===== config.mk =====
export PLATFORM = sky130hd
export DESIGN_NAME = el2_dec_trigger_hit
export DESIGN_NICKNAME = d
export VERILOG_FILES = /design/src/rtl/el2_dec_trigger_hit.sv
export SDC_FILE = /design/constraint.sdc
export NUM_CORES = 1
export LEC_CHECK = 0
export ABC_AREA = 0
export BUFFER_PORTS_ARGS = -buffer_cell sky130_fd_sc_hd__buf_4
export CAP_MARGIN = 30
export CELL_PAD_IN_SITES_DETAIL_PLACEMENT = 1
export CELL_PAD_IN_SITES_GLOBAL_PLACEMENT = 1
export CORE_MARGIN = 2
export CORE_UTILIZATION = 33
export DETAILED_ROUTE_END_ITERATION = 10
export PLACE_DENSITY_LB_ADDON = 0.1
export SLEW_MARGIN = 25
export SYNTH_ARGS = -nofsm -noshare
export SYNTH_HDL_FRONTEND = slang
export SYNTH_SLANG_ARGS = --single-unit

===== constraint.sdc =====
create_clock -name clk -period 2.9 [get_ports clk]
set_input_delay 0.58 -clock clk [delete_from_list [all_inputs] [get_ports clk]]
set_output_delay 0.58 -clock clk [all_outputs]
set_load 0.02 [all_outputs]

===== src/rtl/el2_dec_trigger_hit.sv =====
// el2_dec_trigger_hit: D->X->R trigger hit pipeline with sticky status; pair chaining built only with EL2_TRIGGER_CHAIN_EN
module el2_dec_trigger_hit #(
  parameter int NUM_TRIG = 4
) (
  input  logic                clk,
  input  logic                rst,
  input  logic [NUM_TRIG-1:0] trig_match_d,
  input  logic                i0_valid_d,
  input  logic                pipe_adv,
  input  logic                flush,
  input  logic                dbg_mode,
  input  logic [NUM_TRIG-1:0] trig_chain,
  input  logic [NUM_TRIG-1:0] trig_action,
  input  logic [NUM_TRIG-1:0] hit_clr,
  output logic [NUM_TRIG-1:0] trig_hit_r,
  output logic                trig_bkpt_r,
  output logic                trig_halt_r,
  output logic [NUM_TRIG-1:0] trig_hit_sts
);
  logic [NUM_TRIG-1:0] q_d, x_hit, r_hit;
  logic                x_vld, r_vld, unused_chain;
`ifdef EL2_TRIGGER_CHAIN_EN
  // a chained pair reports a hit on both members only when both match
  always_comb begin
    q_d[1:0] = trig_chain[0] ? {2{&trig_match_d[1:0]}} : trig_match_d[1:0];
    q_d[3:2] = trig_chain[2] ? {2{&trig_match_d[3:2]}} : trig_match_d[3:2];
    unused_chain = trig_chain[1] ^ trig_chain[3];
  end
`else
  // without chaining every trigger stands alone
  always_comb begin
    q_d = trig_match_d;
    unused_chain = ^trig_chain;
  end
`endif
  // X and R stages hold on stall, but flush always kills their valids
  always_ff @(posedge clk or posedge rst) begin
    if (rst) begin
      x_vld <= 1'b0;
      x_hit <= '0;
      r_vld <= 1'b0;
      r_hit <= '0;
      trig_hit_sts <= '0;
    end else begin
      x_vld <= pipe_adv ? (i0_valid_d & ~dbg_mode & ~flush) : (x_vld & ~flush);
      x_hit <= pipe_adv ? q_d : x_hit;
      r_vld <= (pipe_adv ? x_vld : r_vld) & ~flush;
      r_hit <= pipe_adv ? x_hit : r_hit;
      trig_hit_sts <= trig_hit_r | (trig_hit_sts & ~hit_clr);
    end
  end
  // halt outranks breakpoint; action is taken from the value seen at R
  always_comb begin
    trig_hit_r = r_hit & {NUM_TRIG{r_vld}};
    trig_halt_r = |(trig_hit_r & trig_action);
    trig_bkpt_r = |trig_hit_r & ~trig_halt_r;
  end
endmodule


* Yosys cells after proc, flatten, opt, wreduce, memory -nomap -nowiden
Index checks and enable logic that the tools add are counted.
** Cells by class
- Mux-type cells :: 2
- Bitwise gates (word level) :: 13
- Reduce and logical (&&, ||, !) cells :: 2
** Operator list (number)
- $and 4x4->4 :: 3
- $reduce_or 4->1 :: 2
- $and 1x1->1 :: 5
- $not 4->4 :: 1
- $or 4x4->4 :: 1
- $not 1->1 :: 3
- $mux 1 :: 2
** Storage, ports and cells
- Register bits :: 14
- Input bits :: 22
- Output and inout bits :: 10
- Word-level logic and storage cells :: 22

* Longest topological paths before layout
Gate-level depths: netlist of run 1.
- Word-level depth :: 5
- Gate-level depth with buffers :: 3
- Mapped depth without buffers :: 2

* Worst setup path before layout of run 1
Ideal clock, no wire load.
- Path kind :: input to output
- Start :: input port trig_action[2]
- End :: output port trig_halt_r
- Data arrival time :: 1.174 ns
- Data required time :: 2.320 ns
- Path slack :: 1.146 ns
- Stages :: 2
- Path buffers :: 0
- Path through :: a22oi_1 -> a21boi_0
** Between the ends
- Word-level cells in the longest chain between the ends :: 2
** RTL lines
- start, declared :: line 13 : input logic [NUM_TRIG-1:0] trig_action,
- $and 4x4->4 :: line 55 : trig_halt_r = |(trig_hit_r & trig_action);
- $reduce_or 4->1 :: line 55
- end, declared :: line 17 : output logic trig_halt_r,
Every way passes these cells.

* Worst setup path after layout of run 1
- Start :: register r_hit[0]
- End :: output port trig_bkpt_r
** Between the ends
- Word-level cells in the longest chain between the ends :: 5
- Elaborated cells on any way between the ends :: 6
- Classes of those cells :: 4 x bitwise; 2 x reduce/logical
** RTL lines
- start, declared :: line 20 : logic [NUM_TRIG-1:0] q_d, x_hit, r_hit;
- start signal, assigned :: line 48 : r_hit <= pipe_adv ? x_hit : r_hit;
- $and 4x4->4 * :: line 54 : trig_hit_r = r_hit & {NUM_TRIG{r_vld}};
- $and 4x4->4 :: line 55
- $reduce_or 4->1 :: line 55
- $not 1->1 :: line 56 : trig_bkpt_r = |trig_hit_r & ~trig_halt_r;
- $and 1x1->1 * :: line 56
- end, declared :: line 16 : output logic trig_bkpt_r,
Mark *: on every way between the ends. The rest lies on a longest branch, timed or not.

==> summary.json, run 1 <==
{
  "status": "completed",
  "switching_share_of_power": 0.2296,
  "tritoncts.num_buffers": 3,
  "final.setup.worst_slack_ps": 754.6,
  "switching_power_uw": 96.15,
  "gr-usage-all-layers": 0.1358,
  "portion_of_total_power_attributed_to_the_clock_network": 0.332,
  "maxCapViolCount": 0,
  "post_synth_instance_area_um2": 591.8,
  "clk_latency_ps": 280,
  "drc_errors": 0,
  "ys.warnings.count": 0,
  "grt_overflow_total": 0,
  "synth_seq_area_share": 0.5920,
  "io_pins": 32,
  "timing.fmax_mhz": 466.1,
  "worst_pin_slew_ps": 545.3,
  "holdCritPathClass": "in2async",
  "cell_internal_pwr_uw": 322.6,
  "die_ar_um2": 2148,
  "most_area_consuming_cells_after_synthesis": "dfrtp_1 (59%), mux2_2 (15%), a21o_1 (5.1%)",
  "finalSetupViolations": 0,
  "synth-async-reset-ratio": 1.000,
  "drtIter0Drc": 1,
  "synth_edf_count": 0,
  "placed_cell_area_um2": 820.8,
  "power.density_cell_area_nw_per_um2": 488.6,
  "clock-sinks": 14,
  "setup_crit_start_kind": "flip-flop",
  "timing.max_slew.rel_slack": 0.6361,
  "grt_max_degree": 15,
  "worst_path_max_delay_cell": "or4_1",
  "setup_total_negative_slack_ps": 0,
  "totalPowerFinal_uw": 418.8,
  "ctsResizeCount": 0,
  "cts_max_level": 1,
  "yosys.area.top_type": "dfrtp_1",
  "pre_cts_worst_setup_slack_ps": 1056,
  "layout-drive-gt1-share": 0.5263,
  "layout.cells.most_common": "buf_4",
  "cts.path.max_buffers": 2,
  "path_class": "reg2out",
  "timing.final.crit_share": 0.7398,
  "clk_pin_slew_ps": 90,
  "vias": 464,
  "rd_place_congestion": 0.6176,
  "timing.critical_path.cells": "or4_1, and4_1, buf_4",
  "cts_hold_buf": 0,
  "initial_antenna_violation_count": 0,
  "via_count_of_the_first_global_routing_pass": 481,
  "fin_worst_skew_ps": 5.088,
  "initial_core_util": 0.3465,
  "worst-endpoint-required_ps": 2320,
  "synthToLayoutAreaGrowth_pct": 44.82,
  "number_of_flip_flops_and_latches_in_the_synthesized_netlist": 14,
  "synth.distinct_cells": 16,
  "wl_per_cell_um": 12.09,
  "core_um2": 1708,
  "grt_pass1_wl_mm": 2.042,
  "timing.final.hold_violations": 0,
  "initial_drt_pass_iterations": 2,
  "num_rows": 15,
  "vdd_ir_drop_max_v": 0.0002240,
  "most-common-layout-cells": "buf_4 (27), dfrtp_1 (14), mux2_2 (8)",
  "maxSlewViolCount": 0,
  "post-dp-hpwl_um": 951.2,
  "detail-route-antenna-nets": 0,
  "power.leakage_nw": 0.4709,
  "crit_path_capture_type": "output pin",
  "postSynthNetCount": 68,
  "synthesis.instances": 46,
  "finish.net_count": 99,
  "routed_via_density": 4.594,
  "crit_path_largest_cell_delay_ps": 510,
  "synth_top_cell_area_share": 0.5920,
  "n_antenna_cell": 0,
  "unrepaired_setup_endpoints_after_global_routing": "false",
  "worstPathArrival_ps": 1570,
  "critical_path_buf_inv_count": 1,
  "clockRootBuffer": "clkbuf_4",
  "die_height_um": 46.35,
  "tritoncts": "yes",
  "finalInstanceArea_um2": 857.1,
  "post_cts_buffers": 0,
  "period_minus_slack_ps": 2145,
  "wl_mm": 1.221,
  "dieWidth_um": 46.35,
  "cp_top_family": "simple AND/OR/NAND/NOR gates",
  "avg_cell_area_syn_um2": 12.87,
  "synth_top_flop_cell": "dfrtp_1",
  "io_buffer_count": 27,
  "combPwrFrac": 0.133,
  "seq_power_share": 0.534,
  "critPathMaxFanout": 4
}
==> Yosys cell counts (2+ instances only) <==
cell type   n
a21o_1      4
a22oi_1     2
and2_1      3
dfrtp_1    14
inv_1       5
mux2_2      8
==> final cells by class <==
type	instances	area, µm²
Clock buffer	4	36.28
Fill cell	195	850.8
Inverter	5	18.77
Multi-Input combinational cell	26	217.7
Sequential cell	14	350.3
Tap cell	25	31.28
Timing Repair Buffer	27	202.7
==> power groups by stage <==
stage | Clock [mW] | Combinational (mW) | Sequential, mW
finish | 0.139 | 0.0559 | 0.224
global route | 0.157 | 0.0631 | 0.227
CTS | 0.146 | 0.0573 | 0.224
detailed placement | 0 | 0.0571 | 0.228
global placement | 0 | 0.0553 | 0.227
floorplan | 0 | 0.0294 | 0.225
==> sequential cells by signal, summed over array words and instances (netlist names) <==
| name | cells |
|---|---|
| r_vld | 1 |
| r_hit | 4 |
| x_vld | 1 |
| x_hit | 4 |
| trig_hit_sts | 4 |
==> final timing paths <==
kind,cells after the start,startpoint,slack [ps],endpoint
max in group asynchronous,2,rst,2190,x_hit[3]
worst min-delay path,2,rst,340,trig_hit_sts[0]
worst min register to register,1,trig_hit_sts[3],480,trig_hit_sts[3]
min in group clk,2,flush,460,r_vld
worst max register to register,2,r_vld,2000,trig_hit_sts[0]
worst max-delay path,3,r_hit[0],750,trig_bkpt_r
==> layer usage <==
layer | vias to the layer above | GRT usage | share of wire
met5 | - | 0 | 0
met4 | 0 | 0.05143 | 0
met3 | 0 | 0.02745 | 0.094
met2 | 22 | 0.2500 | 0.50
met1 | 222 | 0.1505 | 0.40
li1 | 220 | - | -
==> per-stage QoR <==
step | util | hold slack, ps | cells
after floorplan | - | 469.2 | 46
after global placement | 0.4806 | 460.0 | 97
after detailed placement | 0.4806 | 468.2 | 97
after CTS | 0.5018 | 362.1 | 101
after global routing | 0.5018 | 373.1 | 101
final | 0.5018 | 342.4 | 101
==> kinds of logic after synthesis <==
group	share of synthesized area
flops	0.5920
mux	0.1691
simple gates	0.1015
compound gates	0.09724
buf+inv	0.04016
Note: power is estimated with default switching activity, not from simulation.
==> run 2, diff against run 1 <==
--- a/config.mk
+++ b/config.mk
@@ -11,7 +11,7 @@
 export CELL_PAD_IN_SITES_DETAIL_PLACEMENT = 1
 export CELL_PAD_IN_SITES_GLOBAL_PLACEMENT = 1
 export CORE_MARGIN = 2
-export CORE_UTILIZATION = 33
+export CORE_UTILIZATION = 31
 export DETAILED_ROUTE_END_ITERATION = 10
 export PLACE_DENSITY_LB_ADDON = 0.1
 export SLEW_MARGIN = 25
==> constraint.sdc (replaced) <==
create_clock -name clk -period 2.2 [get_ports clk]
set_input_delay 0.44 -clock clk [delete_from_list [all_inputs] [get_ports clk]]
set_output_delay 0.44 -clock clk [all_outputs]
set_load 0.02 [all_outputs]
==> summary.json, run 2 (same netlist as run 1, synthesis figures left out) <==
{
  "synthToLayoutAreaGrowth": {"value": 44.82, "unit": "%", "change": "unchanged"},
  "grt_pass1_wl": {"value": 1.766, "unit": "mm", "change": "-14%"},
  "io_buffer_count": {"value": 27, "change": "unchanged"},
  "maxCapViolCount": {"value": 0, "change": "unchanged"},
  "crit_path_capture_type": "output pin",
  "grt_overflow_total": {"value": 0, "change": "unchanged"},
  "critPathMaxFanout": {"value": 4, "change": "unchanged"},
  "dieWidth": {"value": 47.70, "unit": "µm", "change": "+2.9%"},
  "layout_top_registers": "r_hit: 4 flops, trig_hit_sts: 4 flops, x_hit: 4 flops",
  "timing.final.hold_violations": {"value": 0, "change": "unchanged"},
  "die_height": {"value": 47.70, "unit": "µm", "change": "+2.9%"},
  "maxSlewViolCount": {"value": 0, "change": "unchanged"},
  "unrepaired_setup_endpoints_after_global_routing": "false",
  "wl": {"value": 1.182, "unit": "mm", "change": "-3.2%"},
  "worst_pin_slew": {"value": 535.5, "unit": "ps", "change": "-9.764 ps"},
  "setup_total_negative_slack": {"value": 0, "unit": "ps", "change": "unchanged"},
  "most-common-layout-cells": "buf_4 (27), dfrtp_1 (14), mux2_2 (8)",
  "detail-route-antenna-nets": {"value": 0, "change": "unchanged"},
  "vias": {"value": 447, "change": "-3.7%"},
  "clk_pin_slew": {"value": 80, "unit": "ps", "change": "about the same"},
  "cts_max_level": {"value": 1, "change": "unchanged"},
  "post_cts_buffers": {"value": 0, "change": "unchanged"},
  "initial_drt_pass_iterations": {"value": 2, "change": "unchanged"},
  "finalSetupViolations": {"value": 0, "change": "unchanged"},
  "pre_cts_worst_setup_slack": {"value": 492.9, "unit": "ps", "change": "-562.9 ps"},
  "ctsResizeCount": {"value": 0, "change": "unchanged"},
  "num_rows": {"value": 15, "change": "unchanged"},
  "final.setup.worst_slack": {"value": 216.1, "unit": "ps", "change": "-538.5 ps"},
  "routed_via_density": {"value": 4.426, "change": "-3.7%"},
  "timing.fmax_mhz": 504.1,
  "worst_r2r_path_depth": {"value": 2, "change": "unchanged"},
  "worstReg2RegEnd": "trig_hit_sts[0]",
  "die_ar": {"value": 2275, "unit": "µm²", "change": "+5.9%"},
  "via_count_of_the_first_global_routing_pass": {"value": 386, "change": "-20%"},
  "clk_latency": {"value": 270, "unit": "ps", "change": "about the same"},
  "status": "completed",
  "initial_antenna_violation_count": {"value": 0, "change": "unchanged"},
  "period_minus_slack_ps": 1984,
  "power.density_cell_area": {"value": 634.9, "unit": "nW/µm²", "change": "+30%"},
  "setup_crit_start_kind": "flip-flop",
  "rd_place_congestion": {"value": 0.6558, "change": "+6.2%"},
  "worst-endpoint-required": {"value": 1760, "unit": "ps", "change": "-560 ps"},
  "timing.final.crit_share": 0.9018,
  "critical_path.reg2reg.startpoint": "r_vld",
  "cts_hold_buf": {"value": 0, "change": "unchanged"},
  "power.leakage": {"value": 0.4709, "unit": "nW", "change": "unchanged"},
  "tritoncts": "yes",
  "io_pins": {"value": 32, "change": "unchanged"},
  "timing.max_slew.rel_slack": {"value": 0.6426, "change": "+0.006516"},
  "drtIter0Drc": {"value": 3, "change": "+2"},
  "core": {"value": 1764, "unit": "µm²", "change": "+3.3%"},
  "n_antenna_cell": {"value": 0, "change": "unchanged"},
  "layout.cells.most_common": "buf_4",
  "post-dp-hpwl": {"value": 946.7, "unit": "µm", "change": "-0.47%"},
  "gr-usage-all-layers": {"value": 0.1169, "change": "-0.01890"},
  "path_class": "reg2out",
  "cts.path.max_buffers": {"value": 2, "change": "unchanged"},
  "wl_per_cell": {"value": 11.70, "unit": "µm", "change": "-3.2%"},
  "clock-sinks": {"value": 14, "change": "unchanged"},
  "finish.net_count": {"value": 99, "change": "unchanged"},
  "holdCritPathClass": "in2async",
  "worstPathArrival": {"value": 1540, "unit": "ps", "change": "-30 ps"},
  "drc_errors": {"value": 0, "change": "unchanged"},
  "fin_worst_skew": {"value": 3.485, "unit": "ps", "change": "-1.603 ps"},
  "totalPowerFinal": {"value": 544.2, "unit": "µW", "change": "+30%"},
  "initial_core_util": {"value": 0.3355, "change": "-0.01106"},
  "postLayoutCoreUtil": {"value": 0.4858, "change": "-0.01602"},
  "finalHoldWorstSlack": {"value": 207.0, "unit": "ps", "change": "-135.5 ps"},
  "tritoncts.num_buffers": {"value": 3, "change": "unchanged"},
  "vdd_ir_drop_max": {"value": 0.0003930, "unit": "V", "change": "+75%"},
  "timing.reg2reg.setup_slack": {"value": 1280, "unit": "ps", "change": "-720 ps"},
  "layout-drive-gt1-share": {"value": 0.5263, "change": "unchanged"},
  "clockRootBuffer": "clkbuf_4",
  "grt_max_degree": {"value": 15, "change": "unchanged"}
}
run 2: cell counts in the layout (fill, tap and decap cells not counted):
Identical to the previous run, type by type.
run 2: per-stage QoR:
step | cell area (µm²) | instances
global placement | 820.8 | 97
finish | 857.1 | 101
detailed placement | 820.8 | 97
global route | 857.1 | 101
floorplan | 591.8 | 46
CTS | 857.1 | 101
run 2: critical path, stage by stage, from the launching register on:
cell	delay [ps]
dfrtp_1	410
or4_1	510
and4_1	210
buf_4	150
run 2: worst max-delay path by stage:
| stage | startpoint | slack (ps) | depth (start not counted) | end |
|---|---|---|---|---|
| 2_1_floorplan | r_hit[0] | 620 | 2 | trig_bkpt_r |
| 3_3_place_gp | r_hit[0] | 500 | 3 | trig_bkpt_r |
| 3_5_place_dp | r_hit[0] | 490 | 3 | trig_bkpt_r |
| 4_1_cts | r_hit[0] | 190 | 3 | trig_bkpt_r |
| 5_1_grt | r_hit[0] | 120 | 3 | trig_bkpt_r |
| 6_report | r_hit[0] | 220 | 3 | trig_bkpt_r |
run 2: per-layer routing:
| layer | GRT usage | part of all wire | wire length, µm | vias to the layer above |
|---|---|---|---|---|
| li1 | - | - | - | 223 |
| met2 | 0.1467 | 0.38 | 453 | 25 |
| met4 | 0.06486 | 0.0085 | 10 | 0 |
| met5 | 0 | 0 | 0 | - |
| met3 | 0.04906 | 0.11 | 128 | 2 |
| met1 | 0.1675 | 0.50 | 590 | 197 |
run 2: cell type report:
type	count	area, µm²
well taps	25	31.28
clock buffers	4	36.28
inverters	5	18.77
repair buffers	27	202.7
flip-flops and latches	14	350.3
multi-input cells	26	217.7
fillers	211	907.1
run 2: report_power, final:
part	switching (mW)	internal (mW)
registers	0.0152	0.279
clock network	0.0762	0.100
logic	0.0275	0.0462
